## config.mk

```make
export PLATFORM = sky130hd
export DESIGN_NAME = rv32m_iter_divider
export DESIGN_NICKNAME = d
export VERILOG_FILES = /design/src/rtl/rv32m_iter_divider_pkg.sv /design/src/rtl/rv32m_iter_divider_div_step.sv /design/src/rtl/rv32m_iter_divider.sv
export SDC_FILE = /design/constraint.sdc
export NUM_CORES = 1
export LEC_CHECK = 0
export ABC_AREA = 1
export BUFFER_PORTS_ARGS = -buffer_cell sky130_fd_sc_hd__buf_2
export CAP_MARGIN = 25
export CORE_MARGIN = 2
export CORE_UTILIZATION = 40
export DETAILED_ROUTE_END_ITERATION = 7
export PLACE_DENSITY = 0.64
export SYNTH_ARGS = -nofsm -noshare
export SYNTH_HDL_FRONTEND = slang
export SYNTH_SLANG_ARGS = --single-unit
```

## constraint.sdc

```tcl
create_clock -name CPU_clk -period 3.4 [get_ports CPU_clk]
set_clock_uncertainty 0.15 [all_clocks]
set_input_delay 0.34 -clock CPU_clk [delete_from_list [all_inputs] [get_ports CPU_clk]]
set_output_delay 0.34 -clock CPU_clk [all_outputs]
set_load 0.01 [all_outputs]
```

## src/rtl/rv32m_iter_divider_pkg.sv

```systemverilog
// Shared encodings for the RV32M iterative divider: funct3[1:0] op codes,
// FSM state encodings and the per-operation context latched at start.
package rv32m_iter_divider_pkg;

    typedef enum logic [1:0] {
        DIV_OP_DIV  = 2'b00,
        DIV_OP_DIVU = 2'b01,
        DIV_OP_REM  = 2'b10,
        DIV_OP_REMU = 2'b11
    } div_op_e;

    typedef enum logic [1:0] {
        DIV_IDLE = 2'b00,
        DIV_RUN  = 2'b01,
        DIV_DONE = 2'b10
    } div_state_e;

    // Everything needed at the end of the iteration to pick and sign-fix the result.
    typedef struct packed {
        logic is_rem;
        logic q_neg;
        logic r_neg;
    } div_ctx_t;

    function automatic logic div_op_signed(input logic [1:0] op);
        return (op == DIV_OP_DIV) || (op == DIV_OP_REM);
    endfunction

    function automatic logic div_op_rem(input logic [1:0] op);
        return (op == DIV_OP_REM) || (op == DIV_OP_REMU);
    endfunction

endpackage

```

## src/rtl/rv32m_iter_divider_div_step.sv

```systemverilog
// One restoring radix-2 division step on magnitudes: shift {rem,quo} left,
// subtract the divisor when it fits and shift the outcome into the quotient.
module rv32m_iter_divider_div_step #(
    parameter int WIDTH = 32
) (
    input  logic [WIDTH:0]   rem_in,
    input  logic [WIDTH-1:0] quo_in,
    input  logic [WIDTH-1:0] divisor,
    output logic [WIDTH:0]   rem_out,
    output logic [WIDTH-1:0] quo_out
);

    logic [WIDTH+1:0] shifted;
    logic [WIDTH+1:0] diff;
    logic             fits;

    // One extra guard bit so the borrow of the trial subtraction is explicit.
    assign shifted = {rem_in, quo_in[WIDTH-1]};
    assign diff    = shifted - {2'b00, divisor};
    assign fits    = ~diff[WIDTH+1];

    assign rem_out = fits ? diff[WIDTH:0] : shifted[WIDTH:0];
    assign quo_out = {quo_in[WIDTH-2:0], fits};

endmodule

```

## src/rtl/rv32m_iter_divider.sv

```systemverilog
// Iterative RV32M DIV/DIVU/REM/REMU unit: one restoring step per cycle,
// special cases resolved in one cycle, stalls the PC while a divide is pending.
module rv32m_iter_divider
    import rv32m_iter_divider_pkg::*;
#(
    parameter int WIDTH = 32
) (
    input  logic             CPU_clk,
    input  logic             CPU_rst_n,
    input  logic             div_start,
    input  logic [1:0]       div_op,
    input  logic [WIDTH-1:0] Op1,
    input  logic [WIDTH-1:0] Op2,
    output logic [WIDTH-1:0] div_result,
    output logic             div_done,
    output logic             div_busy,
    output logic             div_stall
);

    localparam int CNT_W = $clog2(WIDTH) + 1;

    div_state_e       state, state_nxt;
    logic [WIDTH:0]   rem_q, rem_nxt;
    logic [WIDTH-1:0] quo_q, quo_nxt;
    logic [WIDTH-1:0] dvsr_q;
    logic [CNT_W-1:0] cnt_q;
    div_ctx_t         ctx_q, ctx_in;

    logic             op_signed, op_rem;
    logic             dvsr_zero, sgn_ovf, special;
    logic [WIDTH-1:0] special_res;
    logic [WIDTH-1:0] op1_mag, op2_mag;
    logic             last_step;
    logic [WIDTH-1:0] quo_mag, rem_mag, final_res;
    logic             start_run, start_special, step_en;

    assign op_signed = div_op_signed(div_op);
    assign op_rem    = div_op_rem(div_op);

    // Architecturally defined results that bypass the iteration entirely.
    assign dvsr_zero = (Op2 == '0);
    assign sgn_ovf   = op_signed && (Op1 == {1'b1, {(WIDTH-1){1'b0}}}) && (Op2 == '1);
    assign special   = dvsr_zero | sgn_ovf;

    always_comb begin
        special_res = '0;
        if (dvsr_zero)
            special_res = op_rem ? Op1 : '1;
        else
            special_res = op_rem ? '0 : Op1;
    end

    assign op1_mag = (op_signed && Op1[WIDTH-1]) ? -Op1 : Op1;
    assign op2_mag = (op_signed && Op2[WIDTH-1]) ? -Op2 : Op2;

    assign ctx_in.is_rem = op_rem;
    assign ctx_in.q_neg  = op_signed & (Op1[WIDTH-1] ^ Op2[WIDTH-1]);
    assign ctx_in.r_neg  = op_signed & Op1[WIDTH-1];

    rv32m_iter_divider_div_step #(.WIDTH(WIDTH)) u_step (
        .rem_in  (rem_q),
        .quo_in  (quo_q),
        .divisor (dvsr_q),
        .rem_out (rem_nxt),
        .quo_out (quo_nxt)
    );

    assign last_step = (cnt_q == CNT_W'(1));
    assign quo_mag   = ctx_q.q_neg ? -quo_nxt : quo_nxt;
    assign rem_mag   = ctx_q.r_neg ? -rem_nxt[WIDTH-1:0] : rem_nxt[WIDTH-1:0];
    assign final_res = ctx_q.is_rem ? rem_mag : quo_mag;

    assign start_run     = (state == DIV_IDLE) && div_start && !special;
    assign start_special = (state == DIV_IDLE) && div_start && special;
    assign step_en       = (state == DIV_RUN) && div_start;

    // State register
    always_ff @(posedge CPU_clk or negedge CPU_rst_n) begin
        if (!CPU_rst_n)
            state <= DIV_IDLE;
        else
            state <= state_nxt;
    end

    // Next-state logic
    always_comb begin
        state_nxt = state;
        case (state)
            DIV_IDLE: begin
                if (div_start)
                    state_nxt = special ? DIV_DONE : DIV_RUN;
            end
            DIV_RUN: begin
                if (!div_start)
                    state_nxt = DIV_IDLE;
                else if (last_step)
                    state_nxt = DIV_DONE;
            end
            DIV_DONE: state_nxt = DIV_IDLE;
            default:  state_nxt = DIV_IDLE;
        endcase
    end

    // Output logic
    always_comb begin
        div_busy = 1'b0;
        div_done = 1'b0;
        case (state)
            DIV_RUN:  div_busy = 1'b1;
            DIV_DONE: div_done = 1'b1;
            default: ;
        endcase
    end

    assign div_stall = div_start & ~div_done & CPU_rst_n;

    // Iteration datapath; an abort simply leaves everything untouched.
    always_ff @(posedge CPU_clk or negedge CPU_rst_n) begin
        if (!CPU_rst_n) begin
            rem_q      <= '0;
            quo_q      <= '0;
            dvsr_q     <= '0;
            cnt_q      <= '0;
            ctx_q      <= '0;
            div_result <= '0;
        end else begin
            if (start_run) begin
                rem_q  <= '0;
                quo_q  <= op1_mag;
                dvsr_q <= op2_mag;
                cnt_q  <= CNT_W'(WIDTH);
                ctx_q  <= ctx_in;
            end else if (step_en) begin
                rem_q <= rem_nxt;
                quo_q <= quo_nxt;
                cnt_q <= cnt_q - CNT_W'(1);
            end

            if (start_special)
                div_result <= special_res;
            else if (step_en && last_step)
                div_result <= final_res;
        end
    end

endmodule
```

# After elaboration in Yosys (flattened, before gate mapping)
# Cells that the tools add are included.
# word_totals
inputBits	69
output_inout_bits	35
ram_bits	0
mem_count	0
register_bits	140
romBits	0
latchBits	0
# classes
addsub	6
shift	0
eq_ne	9
n_reduce_logical	18
magnitude_cmp	0
n_bitwise	8
mul	0
mux	24
div	0
# op_table
operator	n
$mux 32	12
$neg 32->32	4
$mux 33	3
$eq 32x32->1 const B	2
$sub 34x32->34	1
$logic_not 32->1	1
$mux 6	2
$logic_and 1x1->1	9
$mux 2	4
$eq 2x2->1 const B	3
$eq 6x1->1 const B	1
$sub 6x1->6 const B	1
$and 1x1->1	4
$logic_not 2->1	2
$pmux 2 s2	1
$reduce_bool 2->1	2
$ne 3x3->1 const B	1
$eq 2x1->1 const B	1
$logic_or 1x1->1	2
$mux 1	2
$ne 2x2->1 const B	1
$not 1->1	2
$reduce_and 2->1	1
$logic_not 1->1	1
2 further kinds	2

# Logic depth before layout (Yosys ltp)
# Gate-level depths: netlist (run 1).
# depth
depth_word	8
depth_mapped	33
mapped_depth_nobuf	31

# By module
# Synthesis (run 1) repeated with hierarchy kept, for this count alone.
# hier_totals
cells_unflattened	2395
area_unflattened_um2	14063.5
# modules_own_cells
mod	n_inst	cells_each	seq_area_each_um2	area_each_um2
rv32m_iter_divider	1	1642	3503.4	10378.7
rv32m_iter_divider_div_step	1	753	0.0	3684.8

# Worst setup path after synthesis (run 1)
# No wires, ideal clock.
# synth_path
path_kind	register -> register
start	register rem_q[3]
end	register div_result[28]
path_stages_with_launch	30
n_path_buf	2
required_ns	3.184
slack_ns	-0.415
arrival_time_ns	3.600
synth_period_minus_slack_ns	3.815
setup_time_ns	0.066
path_cell_list	dfrtp_1 -> ha_1 -> a21oi_1 -> nand2_1 -> nand2_1 -> nand3_2 -> nand2_1 -> nand2_2 -> nand2_2 -> nand3_2 -> nand2_4 -> buf_6 -> buf_2 -> ha_1 -> nand2_1 -> nor2_1 -> inv_1 -> nor4_2 -> nand4_1 -> nor2_1 -> nand2_1 -> o21ai_1 -> inv_1 -> nand2_1 -> nand2_1 -> o21ai_0 -> inv_1 -> nand2_1 -> nand2_1 -> nand2_1
# synth_via
elab_chain_cells	7
# synth_lines
item	line_no	source
start, declared	rv32m_iter_divider.sv:23	logic [WIDTH:0] rem_q, rem_nxt;
start signal, assigned	rv32m_iter_divider.sv:134	rem_q <= rem_nxt;
$sub 34x32->34	rv32m_iter_divider_div_step.sv:19	assign diff = shifted - {2'b00, divisor};
$mux 33 / $not 1->1 (equally long branches)	rv32m_iter_divider_div_step.sv:22, rv32m_iter_divider_div_step.sv:20	
$neg 32->32 (on tied branches)	rv32m_iter_divider.sv:70, rv32m_iter_divider.sv:69	
$mux 32 (on tied branches)	rv32m_iter_divider.sv:70, rv32m_iter_divider.sv:69	
$mux 32 *	rv32m_iter_divider.sv:71	assign final_res = ctx_q.is_rem ? rem_mag : quo_mag;
$mux 32 *	rv32m_iter_divider.sv:141	else if (step_en && last_step)
$mux 32 *	rv32m_iter_divider.sv:139	if (start_special)
end signal, assigned	rv32m_iter_divider.sv:140	div_result <= special_res;
end signal, assigned	rv32m_iter_divider.sv:142	div_result <= final_res;
end, declared	rv32m_iter_divider.sv:14	output logic [WIDTH-1:0] div_result,
# Every way passes the cells marked *; elsewhere a longest branch is shown, timed or not. The select of a mux whose other input is x is not followed.
# A chain may end at the register's enable or synchronous reset.

# Final worst setup path (run 1)
# Same ends and word-level chain as after synthesis.

==> impl_metrics.yaml, run 1 <==
final_layout:
  drive_above_1_share_pct: 29.4
  layout_commonest_cell: "nand2_1"
  insertedDiodeCount: 0
  final_net_count: 2472
  synthToLayoutAreaGrowth_pct: 39.7
  multiInputGateArea_um2: 8750
  final_cell_mix: "nand2_1, buf_4, inv_1"
  regArea_um2: 3510
  cell_area_after_layout_um2: 17500
  num-fill-cells: 2930
power:
  design_power_total_w: 0.0192
  power.ir.vdd_worst_mv: 0.606
  power_per_cell_area_nw_per_um2: 1100
  cellLeakagePower_nw: 8.80
routing:
  drt.antenna.violating_nets: 0
  wl_um: 50400
  drcViolationCount: 0
  drt_pre_antenna_iters: 6
  detailroute.via_count: 15000
  wl_per_cell_um: 18.2
  vias_per_cell: 5.41
  detailedRoute.firstIterationViolations: 1482
synth:
  postSynth.asyncResetShare_pct: 100
  postSynth.topFlopCell: "dfrtp_1"
  synth_cells: 1989
  synth_enable_flop_cells: 0
  syn-mean-instance-area_um2: 6.31
  synth.cell_area_um2: 12600
  ys_types: 50
  yosysWarningCount: 0
  synth_seq_area_share_pct: 27.9
  synth.ff_latch_count: 140
  syn_nets: 2098
grt:
  global_route_total_usage_across_every_layer_pct: 30.4
  grt_antenna_before_repair: 1
  gr-total-overflow: 0
  grt_max_degree: 95
  global_route_wire_length_before_repair_um: 77900
  grt_pass1_vias: 14200
worst_setup_path:
  rr_worst_depth: 30
  cp-end-kind: "register"
  worst_r2r_endpoint: "div_result[28]"
  worst_ep_arrival_time_ps: 3910
  start_kind: "register"
  r2r_start: "rem_q[3]"
  worst-setup-path-type: "register to register"
  critical_path_peak_fanout: 4
  cp.required_ps: 3630
  critical-path-max-stage-delay_ps: 440
  slowest_stage: "dfrtp_1"
  setup.reg_to_reg.worst_slack_ps: -280
timing:
  finalWorstSetupSlack_ps: -278
  finalHoldViolCount: 0
  fin_tns_setup_ps: -3160
  rsz0062_at_grt: "yes"
  timing.max_slew.rel_slack_pct: 44.0
  period_minus_slack_ps: 3680
  maxClockFrequency_mhz: 272
  worstMarginPinSlew_ps: 839
  final-setup-viol-count: 25
  report.final.slew_viol_count: 0
  final.period_utilization_pct: 108
floorplanning:
  floorplan.die_area_um2: 32800
  chipHeight_um: 181
  floorplan.core_area_um2: 30700
  initial_core_util_pct: 40.8
  die_width_um: 181
  std_cell_rows: 64
  pin_count: 104
clock_tree:
  h-tree-depth: 4
  cts_buffers: 17
  clk_latency_ps: 450
  clock_slew_at_the_register_clock_pins_of_the_worst_setup_and_hold_paths_ps: 60
  clock_tree_root: "clkbuf_16"
  tritoncts_clock_tree: "built"
  max-clock-path-buffers: 2
  clock_sink_count: 140
placed_design:
  detailedPlace.worstSlack_ps: -345
  hpwlAfterDp_um: 39300
  gp_congestion: 0.956
  buffer_ports.inserted: 103
  dpl-instance-area_um2: 16100
min_path:
  min_from: "Op2[30]"
  hold_path_depth: 3
  min_to: "dvsr_q[30]"
  path_class_of_the_lowest_slack_min_delay_path: "input pin to register"
status:
  status: "finished, violations left"
  violations: "setup timing"
flow_run:
  max_cap_viol_count: 0
==> logic make-up (layout without fill, tap and decap cells) <==
kind of cell	Yosys count	in the layout	synth area share, %
flip-flops	140	140	27.9
AO/OA/AOI/OAI	360	360	16.5
buffers and inverters	331	717	10.4
AND/OR/NAND/NOR	1040	1040	35.6
adder cells (fa/ha/maj)	40	40	4.05
XOR/XNOR	78	78	5.44
==> worst max-delay path, delay by kind of cell (launching register included) <==
| kind | cells | cell delay (ps) |
|---|---|---|
| AND/OR/NAND/NOR | 22 | 1990 |
| flip-flops | 1 | 440 |
| AO/OA/AOI/OAI | 2 | 310 |
| adder cells (fa/ha/maj) | 2 | 480 |
| buffers and inverters | 4 | 230 |
==> through the flow <==
stage	utilization (%)	std cells	hold slack [ps]
2_1_floorplan	-	1989	-106
3_3_place_gp	52.3	2709	166
3_5_place_dp	52.3	2709	168
4_1_cts	55.4	2757	58.5
5_1_grt	57.0	2771	89.3
6_report	57.0	2771	72.3
==> cell usage after synthesis (7+ instances only) <==
master	number	area, µm²
nand2_1	580	2180
inv_1	246	923
nor2_1	181	679
dfrtp_1	140	3500
nand3_1	135	676
o21ai_0	133	666
a21oi_1	109	546
clkbuf_1	50	188
xor2_1	49	429
ha_1	39	488
nor3_1	39	195
nand4_1	30	188
xnor2_1	29	254
o221ai_1	27	236
o21ai_1	25	125
o22ai_1	21	131
nand2_2	17	106
nor2_2	16	100
inv_2	12	45.0
nand3b_1	10	75.1
o211ai_1	9	67.6
buf_2	8	40.0
nor4_1	8	50.1
a31oi_1	7	43.8
o21bai_1	7	52.6
==> cell type report <==
class / instances / area share [%]
inverter: 263 / 5.63
multi-input combinational: 1518 / 49.9
timing repair buffer: 423 / 18.2
tap: 396 / 2.83
sequential: 140 / 20.0
clock buffer: 19 / 2.53
clock inverter: 12 / 0.920
==> where the power goes <==
group / leakage (nW) / total [W] / switching (W) / internal (W)
Sequential: 1.80 / 0.00278 / 0.000569 / 0.00221
Clock: 0.287 / 0.00202 / 0.000843 / 0.00118
Combinational: 6.71 / 0.0144 / 0.00804 / 0.00637
==> routing by layer <==
metal  vias to the layer above  share of wire, %  GRT usage (%)
met3                       130               9.0           7.12
met5                         -             0.026              0
met1                      6969                43           41.3
li1                       7251                 -              -
met2                       650                43           46.5
met4                         2               4.0           12.1
==> worst max path at each step <==
stage	from	cells past startpoint	slack, ps	end
floorplan	rem_q[11]	30	-180	div_result[28]
finish	rem_q[3]	30	-280	div_result[28]
global route	rem_q[3]	30	-520	div_result[30]
CTS	rem_q[1]	29	-120	div_result[24]
detailed placement	rem_q[29]	25	-350	div_result[24]
global placement	rem_q[21]	26	-300	div_result[24]
==> sequential cells by signal (all words and copies together) (netlist names) <==
register,cells
cnt_q,6
quo_q,32
state,2
div_result,32
dvsr_q,32
ctx_q,3
rem_q,33
==> what timing repair did <==
item,CTS,global route
setup buffers,16,12
resized for setup,63,109
hold buffers,1,0
hold endpoints to repair,46,0
endpoints found under the setup margin,25,31
pin swaps,35,38
gates cloned,0,2
(Power assumes the default switching activity.)
==> run 2: changes to the inputs <==
--- a/config.mk
+++ b/config.mk
@@ -10,8 +10,10 @@
 export CAP_MARGIN = 25
 export CORE_MARGIN = 2
 export CORE_UTILIZATION = 40
+export CTS_CLUSTER_SIZE = 10
 export DETAILED_ROUTE_END_ITERATION = 7
 export PLACE_DENSITY = 0.64
+export SKIP_CTS_REPAIR_TIMING = 1
 export SYNTH_ARGS = -nofsm -noshare
 export SYNTH_HDL_FRONTEND = slang
 export SYNTH_SLANG_ARGS = --single-unit
==> run 2 against run 1 <==
Effect of this change:
- the run still ends with setup timing left
- wire length shrank 1.1%
- worst setup slack better by 41 ps
- count of clock-buffer cells in the layout did not move
==> impl_metrics.yaml, run 2 (synthesis results as in run 1) <==
worst_setup_path:
  worst_r2r_endpoint: "div_result[24]"
  cp.required_ps: 3590
  critical_path_peak_fanout: 4
  start_kind: "register"
  cp-end-kind: "register"
  r2r_start: "dvsr_q[22]"
  worst_ep_arrival_time_ps: 3830
  worst-setup-path-type: "register to register"
  setup.reg_to_reg.worst_slack_ps: -240
  rr_worst_depth: 27
power:
  power_frac_seq_pct: 14.9
  power.ir.vdd_worst_mv: 0.539
  combinationalPowerShare_pct: 74.1
  power.internal_w: 0.00939
  cellLeakagePower_nw: 8.69
  power_per_cell_area_nw_per_um2: 1080
  p_clk_share_pct: 10.9
  p_sw_share_pct: 49.4
  switchingPower_w: 0.00917
grt:
  grt_antenna_before_repair: 1
  grt_pass1_vias: 14000
  global_route_wire_length_before_repair_um: 77300
  grt_max_degree: 95
  gr-total-overflow: 0
  global_route_total_usage_across_every_layer_pct: 30.1
floorplanning:
  floorplan.die_area_um2: 32800
  std_cell_rows: 64
  floorplan.core_area_um2: 30700
  pin_count: 104
  die_width_um: 181
  initial_core_util_pct: 40.8
  chipHeight_um: 181
status:
  status: "finished, violations left"
  violations: "setup timing"
clock_tree:
  clk_latency_ps: 450
  clock_slew_at_the_register_clock_pins_of_the_worst_setup_and_hold_paths_ps: 70
  clock_sink_count: 140
  max-clock-path-buffers: 2
  cts_buffers: 17
  clock_tree_root: "clkbuf_16"
  h-tree-depth: 4
  tritoncts_clock_tree: "built"
final_layout:
  regMostFlops: "rem_q"
  insertedDiodeCount: 0
  final_net_count: 2460
  largest_register_ffs: 33
  layout_commonest_cell: "nand2_1"
  final_cell_mix: "nand2_1, buf_4, inv_1"
  drive_above_1_share_pct: 27.6
  synthToLayoutAreaGrowth_pct: 37.2
placed_design:
  buffer_ports.inserted: 103
  detailedPlace.worstSlack_ps: -345
  hpwlAfterDp_um: 39300
  gp_congestion: 0.956
timing:
  finalHoldViolCount: 0
  worstMarginPinSlew_ps: 819
  fin_tns_setup_ps: -2730
  finalWorstSetupSlack_ps: -237
  final.period_utilization_pct: 107
  final-setup-viol-count: 22
  timing.max_slew.rel_slack_pct: 45.3
  maxClockFrequency_mhz: 275
  rsz0062_at_grt: "yes"
  report.final.slew_viol_count: 0
  period_minus_slack_ps: 3640
min_path:
  hold_path_depth: 3
  min_from: "Op2[30]"
  min_to: "dvsr_q[30]"
  path_class_of_the_lowest_slack_min_delay_path: "input pin to register"
routing:
  wl_per_cell_um: 18.1
  vias_per_cell: 5.41
  drcViolationCount: 0
  drt.antenna.violating_nets: 0
  detailroute.via_count: 14900
  detailedRoute.firstIterationViolations: 1658
  wl_um: 49900
  drt_pre_antenna_iters: 6
flow_run:
  max_cap_viol_count: 0
## run 2: metal layers
metal | GRT usage (%) | up-vias | share of wire [%]
met4 | 9.33 | 2 | 2.7
met2 | 47.2 | 617 | 44
met1 | 42.5 | 6991 | 45
met3 | 4.74 | 89 | 8.1
li1 | - | 7215 | -
met5 | 0 | - | 0.026
## run 2: critical path, cell delays in order, from the launching register on
cell,delay (ps)
dfrtp_1,390
inv_2,90
ha_4,220
a21oi_4,140
nor2_2,60
nor2_1,120
nand2_1,80
inv_2,90
nor2_4,40
nor2_4,190
nand3_4,110
nand2_4,110
ha_4,160
nand2_4,60
nor2_4,120
inv_2,60
nor4_4,170
nand4_1,240
nor2_2,220
nand2_2,110
nand2_2,110
a21oi_2,60
o21ai_1,110
nand2_1,70
inv_1,70
nand2_2,60
nand2_4,90
nand2_1,50
## run 2: worst max-delay path by stage
stage | from | endpoint | slack [ps]
floorplan | rem_q[11] | div_result[28] | -180
detailed placement | rem_q[29] | div_result[24] | -350
finish | dvsr_q[22] | div_result[24] | -240
CTS | rem_q[29] | div_result[24] | -390
global placement | rem_q[21] | div_result[24] | -300
global route | dvsr_q[29] | div_result[24] | -520
## run 2: area by class of cell
type                            count  area (µm²)
Clock inverter                     12         161
Fill cell                        2969       13500
Tap cell                          396         495
Timing Repair Buffer              411        3040
Inverter                          263         987
Multi-Input combinational cell   1518        8600
Sequential cell                   140        3510
Clock buffer                       19         443
## run 2: metrics by stage
| step | hold slack, ps | area [µm²] | std cells | power [W] | utilization, % |
|---|---|---|---|---|---|
| 4_1_cts | -297 | 16700 | 2740 | 0.0175 | 54.3 |
| 5_1_grt | 93.7 | 17200 | 2759 | 0.0199 | 56.0 |
| 2_1_floorplan | -106 | 13000 | 1989 | 0.00989 | - |
| 3_3_place_gp | 166 | 16100 | 2709 | 0.0153 | 52.3 |
| 3_5_place_dp | 168 | 16100 | 2709 | 0.0154 | 52.3 |
| 6_report | 73.3 | 17200 | 2759 | 0.0186 | 56.0 |
## run 2: power by group through the flow
stage / combinational, W / clock (W) / sequential [W]
3_5_place_dp: 0.0126 / 0 / 0.00276
6_report: 0.0138 / 0.00202 / 0.00277
2_1_floorplan: 0.00725 / 0 / 0.00264
5_1_grt: 0.0150 / 0.00209 / 0.00283
3_3_place_gp: 0.0125 / 0 / 0.00275
4_1_cts: 0.0127 / 0.00204 / 0.00274
==> run 3: changes to the inputs <==
--- a/config.mk
+++ b/config.mk
@@ -10,6 +10,7 @@
 export CAP_MARGIN = 25
 export CORE_MARGIN = 2
 export CORE_UTILIZATION = 40
+export CTS_CLUSTER_DIAMETER = 40
 export CTS_CLUSTER_SIZE = 10
 export DETAILED_ROUTE_END_ITERATION = 7
 export PLACE_DENSITY = 0.64
==> constraint.sdc (replaced) <==
create_clock -name CPU_clk -period 3.4 [get_ports CPU_clk]
set_clock_uncertainty 0.15 [all_clocks]
set_input_delay 0.68 -clock CPU_clk [delete_from_list [all_inputs] [get_ports CPU_clk]]
set_output_delay 0.68 -clock CPU_clk [all_outputs]
set_load 0.01 [all_outputs]
==> run 3 against run 2 <==
Effect of this change:
- highest routed layer is now met4
- die area did not move
- count of clock-buffer cells in the layout is 1 lower
- via count increased by 1.3%
- non-clock buffer count increased by 18
- the flow still finishes with violations (setup timing)
- largest power group unchanged
- clock power decreased by 5%
- cell count grew 0.69%
- global-route usage increased by 0.63 points
- flip-flop and latch count unchanged
- sequential power grew 1%
==> impl_metrics.yaml, run 3 (synthesis results as in run 1) <==
status:
  status: "finished, violations left"
  violations: "setup timing"
worst_setup_path:
  cp-end-kind: "register"
  crit_top_cell: "nand2_1"
  critical_path_peak_fanout: 6
  cp.required_ps: 3640
  start_kind: "register"
  setup.reg_to_reg.worst_slack_ps: -170
  worst-setup-path-type: "register to register"
  path_delay_family: "simple AND/OR/NAND/NOR gates"
  critical-path-max-stage-delay_ps: 430
  worst_ep_arrival_time_ps: 3810
  r2r_start: "rem_q[5]"
  worst_r2r_endpoint: "div_result[16]"
  slowest_stage: "dfrtp_1"
  cp_num_buf_inv: 2
  rr_worst_depth: 25
timing:
  timing.max_slew.rel_slack_pct: 42.8
  worstMarginPinSlew_ps: 858
  fin_tns_setup_ps: -1760
  finalWorstSetupSlack_ps: -166
  maxClockFrequency_mhz: 280
  finalHoldViolCount: 0
  rsz0062_at_grt: "yes"
  final.period_utilization_pct: 105
  period_minus_slack_ps: 3570
  report.final.slew_viol_count: 0
  final-setup-viol-count: 23
min_path:
  min_to: "div_result[16]"
  path_class_of_the_lowest_slack_min_delay_path: "register to register"
  hold_path_depth: 2
  min_from: "div_result[16]"
final_layout:
  synthToLayoutAreaGrowth_pct: 39.6
  largest_register_ffs: 33
  final_net_count: 2478
  regMostFlops: "rem_q"
  insertedDiodeCount: 0
  final_cell_mix: "nand2_1, buf_4, inv_1"
  layout_commonest_cell: "nand2_1"
  drive_above_1_share_pct: 30.0
  cell_area_after_layout_um2: 17500
  num-fill-cells: 2967
placed_design:
  hpwlAfterDp_um: 40300
  gp_congestion: 0.943
  buffer_ports.inserted: 103
  dpl-instance-area_um2: 16200
routing:
  drcViolationCount: 0
  detailedRoute.firstIterationViolations: 1467
  wl_per_cell_um: 18.4
  drt.antenna.violating_nets: 0
  vias_per_cell: 5.44
  drt_pre_antenna_iters: 8
  wl_um: 51100
  detailroute.via_count: 15100
power:
  cellLeakagePower_nw: 8.78
  design_power_total_w: 0.0192
  power.ir.vdd_worst_mv: 0.615
  power_per_cell_area_nw_per_um2: 1090
floorplanning:
  std_cell_rows: 64
  initial_core_util_pct: 40.8
  pin_count: 104
  floorplan.core_area_um2: 30700
  die_width_um: 181
  chipHeight_um: 181
  floorplan.die_area_um2: 32800
clock_tree:
  clock_tree_root: "clkbuf_16"
  h-tree-depth: 4
  max-clock-path-buffers: 2
  clk_latency_ps: 450
  cts_buffers: 17
  clock_slew_at_the_register_clock_pins_of_the_worst_setup_and_hold_paths_ps: 70
  clock_sink_count: 140
  tritoncts_clock_tree: "built"
grt:
  global_route_total_usage_across_every_layer_pct: 30.7
  gr-total-overflow: 0
  global_route_wire_length_before_repair_um: 78200
  grt_max_degree: 62
  grt_pass1_vias: 14200
  grt_antenna_before_repair: 0
flow_run:
  max_cap_viol_count: 0
==> run 3: routing by layer <==
| metal | vias up | global-route usage, % | share of wire [%] |
|---|---|---|---|
| met5 | - | 0 | 0 |
| met1 | 7075 | 43.5 | 45 |
| met2 | 670 | 47.2 | 44 |
| met4 | 0 | 9.76 | 2.9 |
| met3 | 94 | 5.83 | 8.6 |
| li1 | 7263 | - | - |
==> run 3: tightest hold or removal path, cell delays in order, from the launching register on <==
cell	delay [ps]
dfrtp_1	340
nand2_1	60
nand2_1	50
==> run 3: how the worst max path moves through the flow <==
stage / start / endpoint / slack (ps) / cells past startpoint
after floorplan: rem_q[11] / div_result[28] / -180 / 30
after global placement: Op1[1] / div_result[12] / -590 / 20
after detailed placement: Op1[1] / div_result[12] / -640 / 20
after CTS: rem_q[29] / div_result[28] / -360 / 26
after global routing: dvsr_q[15] / div_result[16] / -340 / 26
final: rem_q[5] / div_result[16] / -170 / 25
==> run 3: where the power goes <==
part	total, W	switching (W)	internal [W]
Clock	0.00192	0.000820	0.00110
Sequential	0.00281	0.000602	0.00221
Combinational	0.0144	0.00811	0.00632
==> run 3: layout make-up <==
cell class	count	area, µm²	share of cell area (%)
clock inverter	14	145	0.828
tap	396	495	2.83
inverter	263	987	5.63
multi-input combinational	1518	8790	50.2
sequential	140	3510	20.0
timing repair buffer	429	3160	18.0
clock buffer	18	439	2.51
==> run 3: stage by stage <==
| step | instances | setup WS, ps | hold WS, ps | utilization [%] |
|---|---|---|---|---|
| floorplan | 1989 | -182 | 234 | - |
| global placement | 2733 | -591 | 312 | 52.7 |
| detailed placement | 2733 | -638 | 310 | 52.7 |
| CTS | 2765 | -361 | -43.1 | 54.6 |
| global route | 2778 | -343 | 351 | 57.0 |
| finish | 2778 | -166 | 328 | 57.0 |
